## src/rtl/mawg_multichannel.sv

```systemverilog
// Multi-channel waveform generator: per-channel phase accumulators (saw/tri/pulse/chirp)
// with double-buffered config committed on phase wrap, plus a registered channel/sum mux.
module mawg_multichannel #(
  parameter int CHANNELS = 2,
  parameter int PHASE_W  = 32,
  parameter int OUT_W    = 16,
  localparam int CH_W    = (CHANNELS > 1) ? $clog2(CHANNELS) : 1
) (
  input  logic                clk,
  input  logic                rst,
  input  logic                cfg_we,
  input  logic [CH_W-1:0]     cfg_ch,
  input  logic [2:0]          cfg_addr,
  input  logic [PHASE_W-1:0]  cfg_wdata,
  input  logic                cfg_commit,
  input  logic [CH_W:0]       out_sel,
  output logic [CHANNELS-1:0] pending,
  output logic [CHANNELS-1:0] ch_wrap,
  output logic [OUT_W-1:0]    signal
);

  localparam int SUM_W = OUT_W + CH_W + 1;
  localparam logic [OUT_W-1:0] SIGN_BIT = {1'b1, {(OUT_W-1){1'b0}}};
  localparam logic signed [SUM_W-1:0] SAT_HI = SUM_W'((1 << (OUT_W-1)) - 1);
  localparam logic signed [SUM_W-1:0] SAT_LO = SUM_W'(-(1 << (OUT_W-1)));

  typedef struct packed {
    logic [3:0]         mode;
    logic [PHASE_W-1:0] freq;
    logic [PHASE_W-1:0] duty;
    logic [PHASE_W-1:0] cmin;
    logic [PHASE_W-1:0] cmax;
    logic [PHASE_W-1:0] cinc;
    logic [PHASE_W-1:0] cdiv;
  } cfg_t;

  logic [OUT_W-1:0] samp [CHANNELS];

  genvar g;
  for (g = 0; g < CHANNELS; g++) begin : g_ch
    cfg_t               sh_q, sh_d, act_q, act_d;
    logic [PHASE_W-1:0] acc_q, acc_d, cur_q, cur_d, dcnt_q, dcnt_d;
    logic               pend_q, pend_d, wrap_q, wrap_d;
    logic               en, is_chirp, sel_hit, xfer;
    logic [PHASE_W-1:0] inc;
    logic [PHASE_W:0]   acc_sum, up_sum, dn_diff;
    logic [OUT_W-1:0]   t_w, tri_w;

    assign sel_hit  = (cfg_ch == CH_W'(g));
    assign en       = act_q.mode[3];
    assign is_chirp = (act_q.mode[1:0] == 2'd3);
    assign inc      = is_chirp ? cur_q : act_q.freq;
    assign acc_sum  = {1'b0, acc_q} + {1'b0, inc};
    assign up_sum   = {1'b0, cur_q} + {1'b0, act_q.cinc};
    assign dn_diff  = {1'b0, cur_q} - {1'b0, act_q.cinc};
    // A disabled channel never wraps, so it accepts a pending commit on the next cycle.
    assign xfer     = pend_q & (~en | acc_sum[PHASE_W]);

    always_comb begin
      sh_d   = sh_q;
      act_d  = act_q;
      acc_d  = acc_q;
      cur_d  = cur_q;
      dcnt_d = dcnt_q;
      pend_d = pend_q;
      wrap_d = 1'b0;
      if (en) begin
        acc_d  = acc_sum[PHASE_W-1:0];
        wrap_d = acc_sum[PHASE_W];
      end
      if (en && is_chirp) begin
        if (dcnt_q == act_q.cdiv) begin
          dcnt_d = '0;
          if (act_q.mode[2]) begin
            cur_d = (dn_diff[PHASE_W] || (dn_diff[PHASE_W-1:0] < act_q.cmin)) ?
                    act_q.cmax : dn_diff[PHASE_W-1:0];
          end else begin
            cur_d = (up_sum > {1'b0, act_q.cmax}) ? act_q.cmin : up_sum[PHASE_W-1:0];
          end
        end else begin
          dcnt_d = dcnt_q + PHASE_W'(1);
        end
      end
      // Transfer uses the shadow as it stood before any same-cycle write.
      if (xfer) begin
        act_d  = sh_q;
        cur_d  = sh_q.mode[2] ? sh_q.cmax : sh_q.cmin;
        dcnt_d = '0;
        pend_d = 1'b0;
      end else if (cfg_commit && sel_hit) begin
        pend_d = 1'b1;
      end
      if (cfg_we && sel_hit) begin
        case (cfg_addr)
          3'd0:    sh_d.mode = cfg_wdata[3:0];
          3'd1:    sh_d.freq = cfg_wdata;
          3'd2:    sh_d.duty = cfg_wdata;
          3'd3:    sh_d.cmin = cfg_wdata;
          3'd4:    sh_d.cmax = cfg_wdata;
          3'd5:    sh_d.cinc = cfg_wdata;
          3'd6:    sh_d.cdiv = cfg_wdata;
          default: ;
        endcase
      end
    end

    always_ff @(posedge clk or posedge rst) begin
      if (rst) begin
        sh_q   <= '0;
        act_q  <= '0;
        acc_q  <= '0;
        cur_q  <= '0;
        dcnt_q <= '0;
        pend_q <= 1'b0;
        wrap_q <= 1'b0;
      end else begin
        sh_q   <= sh_d;
        act_q  <= act_d;
        acc_q  <= acc_d;
        cur_q  <= cur_d;
        dcnt_q <= dcnt_d;
        pend_q <= pend_d;
        wrap_q <= wrap_d;
      end
    end

    assign t_w   = acc_q[PHASE_W-1 -: OUT_W];
    assign tri_w = acc_q[PHASE_W-1] ? ~acc_q[PHASE_W-2 -: OUT_W] : acc_q[PHASE_W-2 -: OUT_W];
    assign samp[g] = !en ? '0 :
                     (act_q.mode[1:0] == 2'd0) ? (t_w ^ SIGN_BIT) :
                     (act_q.mode[1:0] == 2'd2) ? ((acc_q < act_q.duty) ? ~SIGN_BIT : SIGN_BIT) :
                     (tri_w ^ SIGN_BIT);
    assign pending[g] = pend_q;
    assign ch_wrap[g] = wrap_q;
  end

  logic signed [SUM_W-1:0] sum_all;
  logic [OUT_W-1:0]        signal_q, signal_d;

  always_comb begin
    sum_all  = '0;
    signal_d = '0;
    for (int i = 0; i < CHANNELS; i++) begin
      sum_all = sum_all + {{(SUM_W-OUT_W){samp[i][OUT_W-1]}}, samp[i]};
    end
    if (out_sel == (CH_W+1)'(CHANNELS)) begin
      if (sum_all > SAT_HI)      signal_d = ~SIGN_BIT;
      else if (sum_all < SAT_LO) signal_d = SIGN_BIT;
      else                       signal_d = sum_all[OUT_W-1:0];
    end else begin
      for (int i = 0; i < CHANNELS; i++) begin
        if (out_sel == (CH_W+1)'(i)) signal_d = samp[i];
      end
    end
  end

  always_ff @(posedge clk or posedge rst) begin
    if (rst) signal_q <= '0;
    else     signal_q <= signal_d;
  end

  assign signal = signal_q;

endmodule

```

## config.mk

```make
export PLATFORM = sky130hd
export DESIGN_NAME = mawg_multichannel
export DESIGN_NICKNAME = d
export VERILOG_FILES = /design/src/rtl/mawg_multichannel.sv
export SDC_FILE = /design/constraint.sdc
export NUM_CORES = 2
export LEC_CHECK = 0
export BUFFER_PORTS_ARGS = -buffer_cell sky130_fd_sc_hd__buf_2
export CELL_PAD_IN_SITES_DETAIL_PLACEMENT = 1
export CELL_PAD_IN_SITES_GLOBAL_PLACEMENT = 2
export CORE_UTILIZATION = 42
export CTS_CLUSTER_SIZE = 10
export DETAILED_ROUTE_END_ITERATION = 6
export GPL_ROUTABILITY_DRIVEN = 0
export PLACE_DENSITY_LB_ADDON = 0.1
export SLEW_MARGIN = 5
export SYNTH_ARGS = -nofsm -noshare
export SYNTH_HDL_FRONTEND = slang
export SYNTH_SLANG_ARGS = --single-unit
```

## constraint.sdc

```tcl
create_clock -name clk -period 43.2 [get_ports clk]
set_input_delay 4.32 -clock clk [delete_from_list [all_inputs] [get_ports clk]]
set_output_delay 4.32 -clock clk [all_outputs]
set_load 0.005 [all_outputs]
```

=== Word-level counts from Yosys, hierarchy flattened ===
Index checks and enable logic that the tools add are counted.

* Add/subtract/negate cells: 9
* $lt $le $gt $ge: 8
* Equal/unequal tests: 14
* Mux-type cells: 43
* Bitwise operators: 13
* Reductions and logical operators: 34

{| class="wikitable"
|+ Operators with widths
! operator !! count
|-
| $mux 32 || 22
|-
| $mux 16 || 15
|-
| $add 32x32->33 || 4
|-
| $lt 32x32->1 || 4
|-
| $gt 33x32->1 || 2
|-
| $sub 32x32->33 || 2
|-
| $add 32x1->32 const B || 2
|-
| $eq 32x32->1 || 2
|-
| $not 16->16 || 2
|-
| $reduce_and 2->1 || 16
|-
| $add 16x16->17 || 1
|-
| $gt 17x16->1 const B || 1
|-
| $lt 17x16->1 const B || 1
|-
| $reduce_bool 2->1 || 6
|-
| $eq 2x2->1 const B || 5
|-
| $eq 3x3->1 const B || 3
|-
| $not 1->1 || 7
|-
| $eq 3x2->1 const B || 2
|-
| $logic_and 1x1->1 || 6
|-
| $logic_not 2->1 || 3
|-
| $mux 1 || 6
|-
| $eq 3x1->1 const B || 1
|-
| $logic_not 3->1 || 1
|-
| $and 1x1->1 || 2
|-
| 3 further kinds || 5
|}

* Flip-flop bits (word level): 996
* Output and inout port bits: 20
* Word-level logic and storage cells: 160

=== Longest topological paths before layout ===
* Word-level depth: 11
* Depth in mapped cells: 25
* Depth with buffers taken out: 24

=== Worst setup path before layout ===
Ideal clock, no wire load.

* Path type: input-to-reg
* From: input cfg_addr[2]
* To: register g_ch[1].sh_q[64] in the netlist's numbering
* Arrival time: 5771 ps
* Required time: 43075 ps
* Path slack: 37304 ps
* Stages on the path: 5
* Path buffers: 2
* Path through: clkbuf_1 > nand3_1 > nor3_1 > clkbuf_1 > mux2_2

* Cells in the longest elaborated chain, start to end: 2

{| class="wikitable"
|+ RTL lines
! what !! line !! source
|-
| start: declaration || 13 || <nowiki>input logic [2:0] cfg_addr,</nowiki>
|-
| $eq 3x3->1 || 94 || <nowiki>case (cfg_addr)</nowiki>
|-
| $reduce_and 2->1 (no line) || -- ||
|-
| end signal: assignment || 109 || <nowiki>sh_q <= '0;</nowiki>
|-
| end signal: assignment || 117 || <nowiki>sh_q <= sh_d;</nowiki>
|-
| end: declaration || 41 || <nowiki>cfg_t sh_q, sh_d, act_q, act_d;</nowiki>
|}

Every way passes these cells.
A chain may end at the register's enable or synchronous reset.

=== Worst setup path in the final report ===
* From: register g_ch[0].act_q[192] in the netlist's numbering
* To: register g_ch[0].cur_q[26]

* Cells in the longest elaborated chain, start to end: 7
* Elaborated cells on any way between the ends: 10
* Classes of those cells: add/sub (1); eq/ne (1); mux (2); bitwise (2); reduce/logical (4)

{| class="wikitable"
|+ RTL lines
! what !! line !! source
|-
| start: declaration || 41 ||
|-
| start signal: assignment || 118 || <nowiki>act_q <= act_d;</nowiki>
|-
| $eq 2x2->1 * || 51 || <nowiki>assign is_chirp = (act_q.mode[1:0] == 2'd3);</nowiki>
|-
| $mux 32 || 52 || <nowiki>assign inc = is_chirp ? cur_q : act_q.freq;</nowiki>
|-
| $add 32x32->33 || 53 || <nowiki>assign acc_sum = {1'b0, acc_q} + {1'b0, inc};</nowiki>
|-
| $or 1x1->1 || 57 || <nowiki>assign xfer = pend_q & (~en | acc_sum[PHASE_W]);</nowiki>
|-
| $and 1x1->1 || 57 ||
|-
| $reduce_bool 2->1 (no line) || -- ||
|-
| $reduce_and 2->1 (no line) || -- ||
|-
| end signal: assignment || 120 || <nowiki>cur_q <= cur_d;</nowiki>
|-
| end: declaration || 42 || <nowiki>logic [PHASE_W-1:0] acc_q, acc_d, cur_q, cur_d, dcnt_q, dcnt_d;</nowiki>
|}

Mark *: on every way between the ends. The rest lies on a longest branch, timed or not.

==> impl_metrics.csv <==
group,metric,value,unit
run_status,status,"finished clean",
clock_network,post_cts.repair.setup_buffers,0,
clock_network,cts_resized,0,
clock_network,clock-sinks,996,
sta,final_min_period_over_clock_period,0.1642,
sta,final.setup.tns,0,ns
floorplanning,io_pins,62,
place,hpwlAfterDp,137300,um
floorplanning,die_height,375.0,um
power_and_ir_drop,vdd_ir_drop_max,118.5,uV
clock_network,clock_latency,0.74,ns
floorplanning,die_x,375.0,um
yosys,seq_area_frac_synth,0.4265,
worst_setup_path,cp_data_arrival_time,7.74,ns
sta,relSlewSlack,0.1871,
floorplanning,dieArea,140600,um^2
power_and_ir_drop,power-per-cell-area,92.39,nW/um^2
job,maxCapViolations,0,
finish,fin_nets,6445,
finish,syn_to_final_growth,9.292,%
clock_network,hold_fix_buffers_cts,0,
worst_setup_path,critPathCapture,"g_ch[0].cur_q[26]",
global_route,antenna_violations_before_repair,20,
power_and_ir_drop,p_leak,29.39,nW
clock_network,cts_tree,"done",
route,route.vias.total,45674,
sta,setup_viol,0,
worst_setup_path,setup.worst_path.class,"flop to flop",
floorplanning,fp.coreArea,137800,um^2
floorplanning,num_rows,136,
yosys,postSynth.topFlopCell,"dfrtp_1",
finish,design_area,63870,um^2
yosys,synthMostInstantiatedCell,"dfrtp_1",
global_route,grt.total_usage,0.2863,
yosys,synth_nets,6533,
yosys,synth_cell_type_count,90,
worst_setup_path,reg2reg_from,"g_ch[0].act_q[192]",
yosys,postSynthRegisterBits,996,
route,initialDrtViolationCount,3010,
sta,achievable-frequency,141.0,MHz
clock_network,clk_pin_slew_worst_paths,0.07,ns
worst_setup_path,r2r.worst_path.cells,14,
clock_network,cts-root-to-sink-buffers,3,
sta,final_hold_viol_count,0,
yosys,synth.cells.most_frequent,"996 x dfrtp_1, 837 x nand2_1, 523 x mux2_2, 506 x o21ai_0, 398 x ha_1",
route,drt-pass1-iter-count,5,
place,buffer_ports.inserted,61,
worst_setup_path,critPathRequiredTime,43.85,ns
clock_network,cts-buffers-inserted,119,
finish,share_of_final_layout_standard_cells_stronger_than_drive_strength_1,0.1438,
yosys,synthesized_cell_area,58440,um^2
place,detailed_place.area,60280,um^2
sta,clock_skew,0.01880,ns
global_route,grt_pass1_wl,306200,um
global_route,grt_pass1_vias,47120,
worst_setup_path,worstSetupStartpoint,"g_ch[0].act_q[192]",
clock_network,clk_root_buffer_cell,"clkbuf_16",
yosys,synth_top_area_frac,0.4265,
route,avgViaCountPerCell,5.809,
yosys,yosys_warnings,0,
yosys,synth.area.top_cells,"dfrtp_1 43%, mux2_2 10%, ha_1 8.5%",
sta,slew_viol_final,0,
yosys,syn_avg_cell_area,9.602,um^2
clock_network,max_h_tree_level,3,
sta,min_period,7.093,ns
yosys,count_of_flip_flops_with_a_built_in_enable_after_synthesis,0,
sta,grt_setup_unrepaired,"false",
route,antenna_violating_nets_post_route,0,
route,routed_wl,200200,um
sta,worst_slew_pin_slew,1.219,ns
worst_setup_path,rrSetupSlack,36.11,ns
hold_path,worst_hold_path_type,"flop to flop",
floorplanning,initial_core_util,0.4240,
global_route,grt_max_degree,163,
hold_path,min-delay-start,"g_ch[0].sh_q[23]",
worst_setup_path,critical_path.endpoint_type,"flop",
route,route.detailed.drc,0,
yosys,synthesis.instances,6086,
worst_setup_path,critical_path_peak_fanout,74,
route,wl_per_cell,25.46,um
worst_setup_path,critical_path.startpoint_type,"flop",
global_route,grt_overflow_total,0,
worst_setup_path,worst_r2r_endpoint,"g_ch[0].cur_q[26]",
yosys,asyncSetResetFlopFracSynth,1.000,
yosys,cell_type_contributing_the_most_total_cell_area_after_synthesis,"dfrtp_1",
[metrics by stage]
stage	setup WS, ns	utilization	total power [mW]	std cells	hold WS, ns
floorplan	10.86	-	3.902	6086	0.4331
global placement	35.79	0.4373	4.839	7671	0.4417
detailed placement	35.75	0.4373	4.914	7671	0.4522
CTS	36.18	0.4632	5.911	7852	0.4638
global route	35.73	0.4632	6.355	7853	0.4802
finish	36.11	0.4634	5.900	7863	0.4632
[critical path, cell delays in order (launching register included)]
cell	delay, ns
dfrtp_1	0.72
nand2_2	0.19
buf_4	0.52
mux2_2	0.45
fa_1	0.46
a211oi_1	0.39
o211a_1	0.24
nor3_1	0.07
o211ai_1	0.64
a211oi_1	0.35
o21a_4	0.52
nor2_1	0.66
nand2_1	0.91
o221ai_1	0.61
o21bai_1	0.18
[placed cells by master, fill, tap and decap left out, types with 12 or more instances in the layout]
cell type	netlist	routed
nand3_1	83	81
nor2_1	330	321
o211ai_1	25	25
xor2_1	108	108
o21bai_1	45	45
ha_1	398	398
clkbuf_1	242	29
inv_1	354	353
nand2_1	837	836
a21oi_1	313	313
buf_2	47	61
nand4_1	55	55
or3_1	36	36
mux2_2	523	523
a31oi_1	64	64
dfrtp_1	996	994
nand2b_1	34	34
nor3_1	88	85
clkbuf_8	0	14
mux2i_1	142	142
and2_1	12	12
a211o_1	12	12
o21ai_0	506	506
nor2b_1	47	47
buf_4	14	62
o31ai_1	34	34
clkbuf_16	0	121
o21a_1	31	29
a211oi_1	67	67
nor4_1	35	34
and3_1	48	48
o21ai_1	13	12
or2_2	12	12
a2111oi_0	14	14
xnor2_1	158	158
a221oi_1	13	13
o221ai_1	20	20
o41ai_1	17	17
a21o_1	109	109
[flip-flops by register name (all words and copies together) (netlist names)]
register,count
g_ch.wrap_q,2
g_ch.acc_q,64
signal,16
g_ch.pend_q,2
g_ch.act_q,392
g_ch.dcnt_q,64
g_ch.sh_q,392
g_ch.cur_q,64
[report_power, final]
group	total, mW	switching [mW]	internal (mW)	leakage (nW)
sequential	1.50	0.258	1.24	12.5
clock	0.955	0.408	0.547	1.73
combinational	3.45	2.10	1.35	15.1
[how the worst min path moves through the flow]
stage	endpoint	slack [ns]	depth (start not counted)
global route	g_ch[0].act_q[42]	0.48	2
floorplan	g_ch[0].act_q[128]	0.43	2
CTS	g_ch[0].act_q[28]	0.46	2
global placement	g_ch[0].act_q[176]	0.44	2
finish	g_ch[0].act_q[23]	0.46	2
detailed placement	g_ch[0].act_q[7]	0.45	2
[cells by family (layout without fill, tap and decap cells)]
logic type / after synthesis / in the layout / share of synthesized area
AO/OA/AOI/OAI: 1402 / 1402 / 0.1490
XOR/XNOR: 266 / 266 / 0.03987
adder cells (fa/ha/maj): 405 / 405 / 0.08761
buffers and inverters: 694 / 666 / 0.04687
flip-flops: 996 / 996 / 0.4265
multiplexers: 665 / 665 / 0.1251
other: 0 / 11 / 0
AND/OR/NAND/NOR: 1658 / 1658 / 0.1251
[metal layers]
metal  up-vias  part of all wire  global-route usage
li1      21117                 -                   -
met2       764              0.44              0.4408
met1     23594              0.49              0.4231
met4         0             0.022             0.06766
met3       199             0.041             0.03880
met5         -                 0                   0
[cell type report]
cell class / instances / area, um^2
repair buffers: 127 / 850.8
inverters: 358 / 1351
clock inverters: 17 / 234.0
multi-input cells: 4396 / 30900
flip-flops and latches: 996 / 24930
clock buffers: 164 / 3329
well taps: 1794 / 2245
fillers: 15356 / 73960
diodes: 11 / 27.53
(Power assumes the default switching activity.)
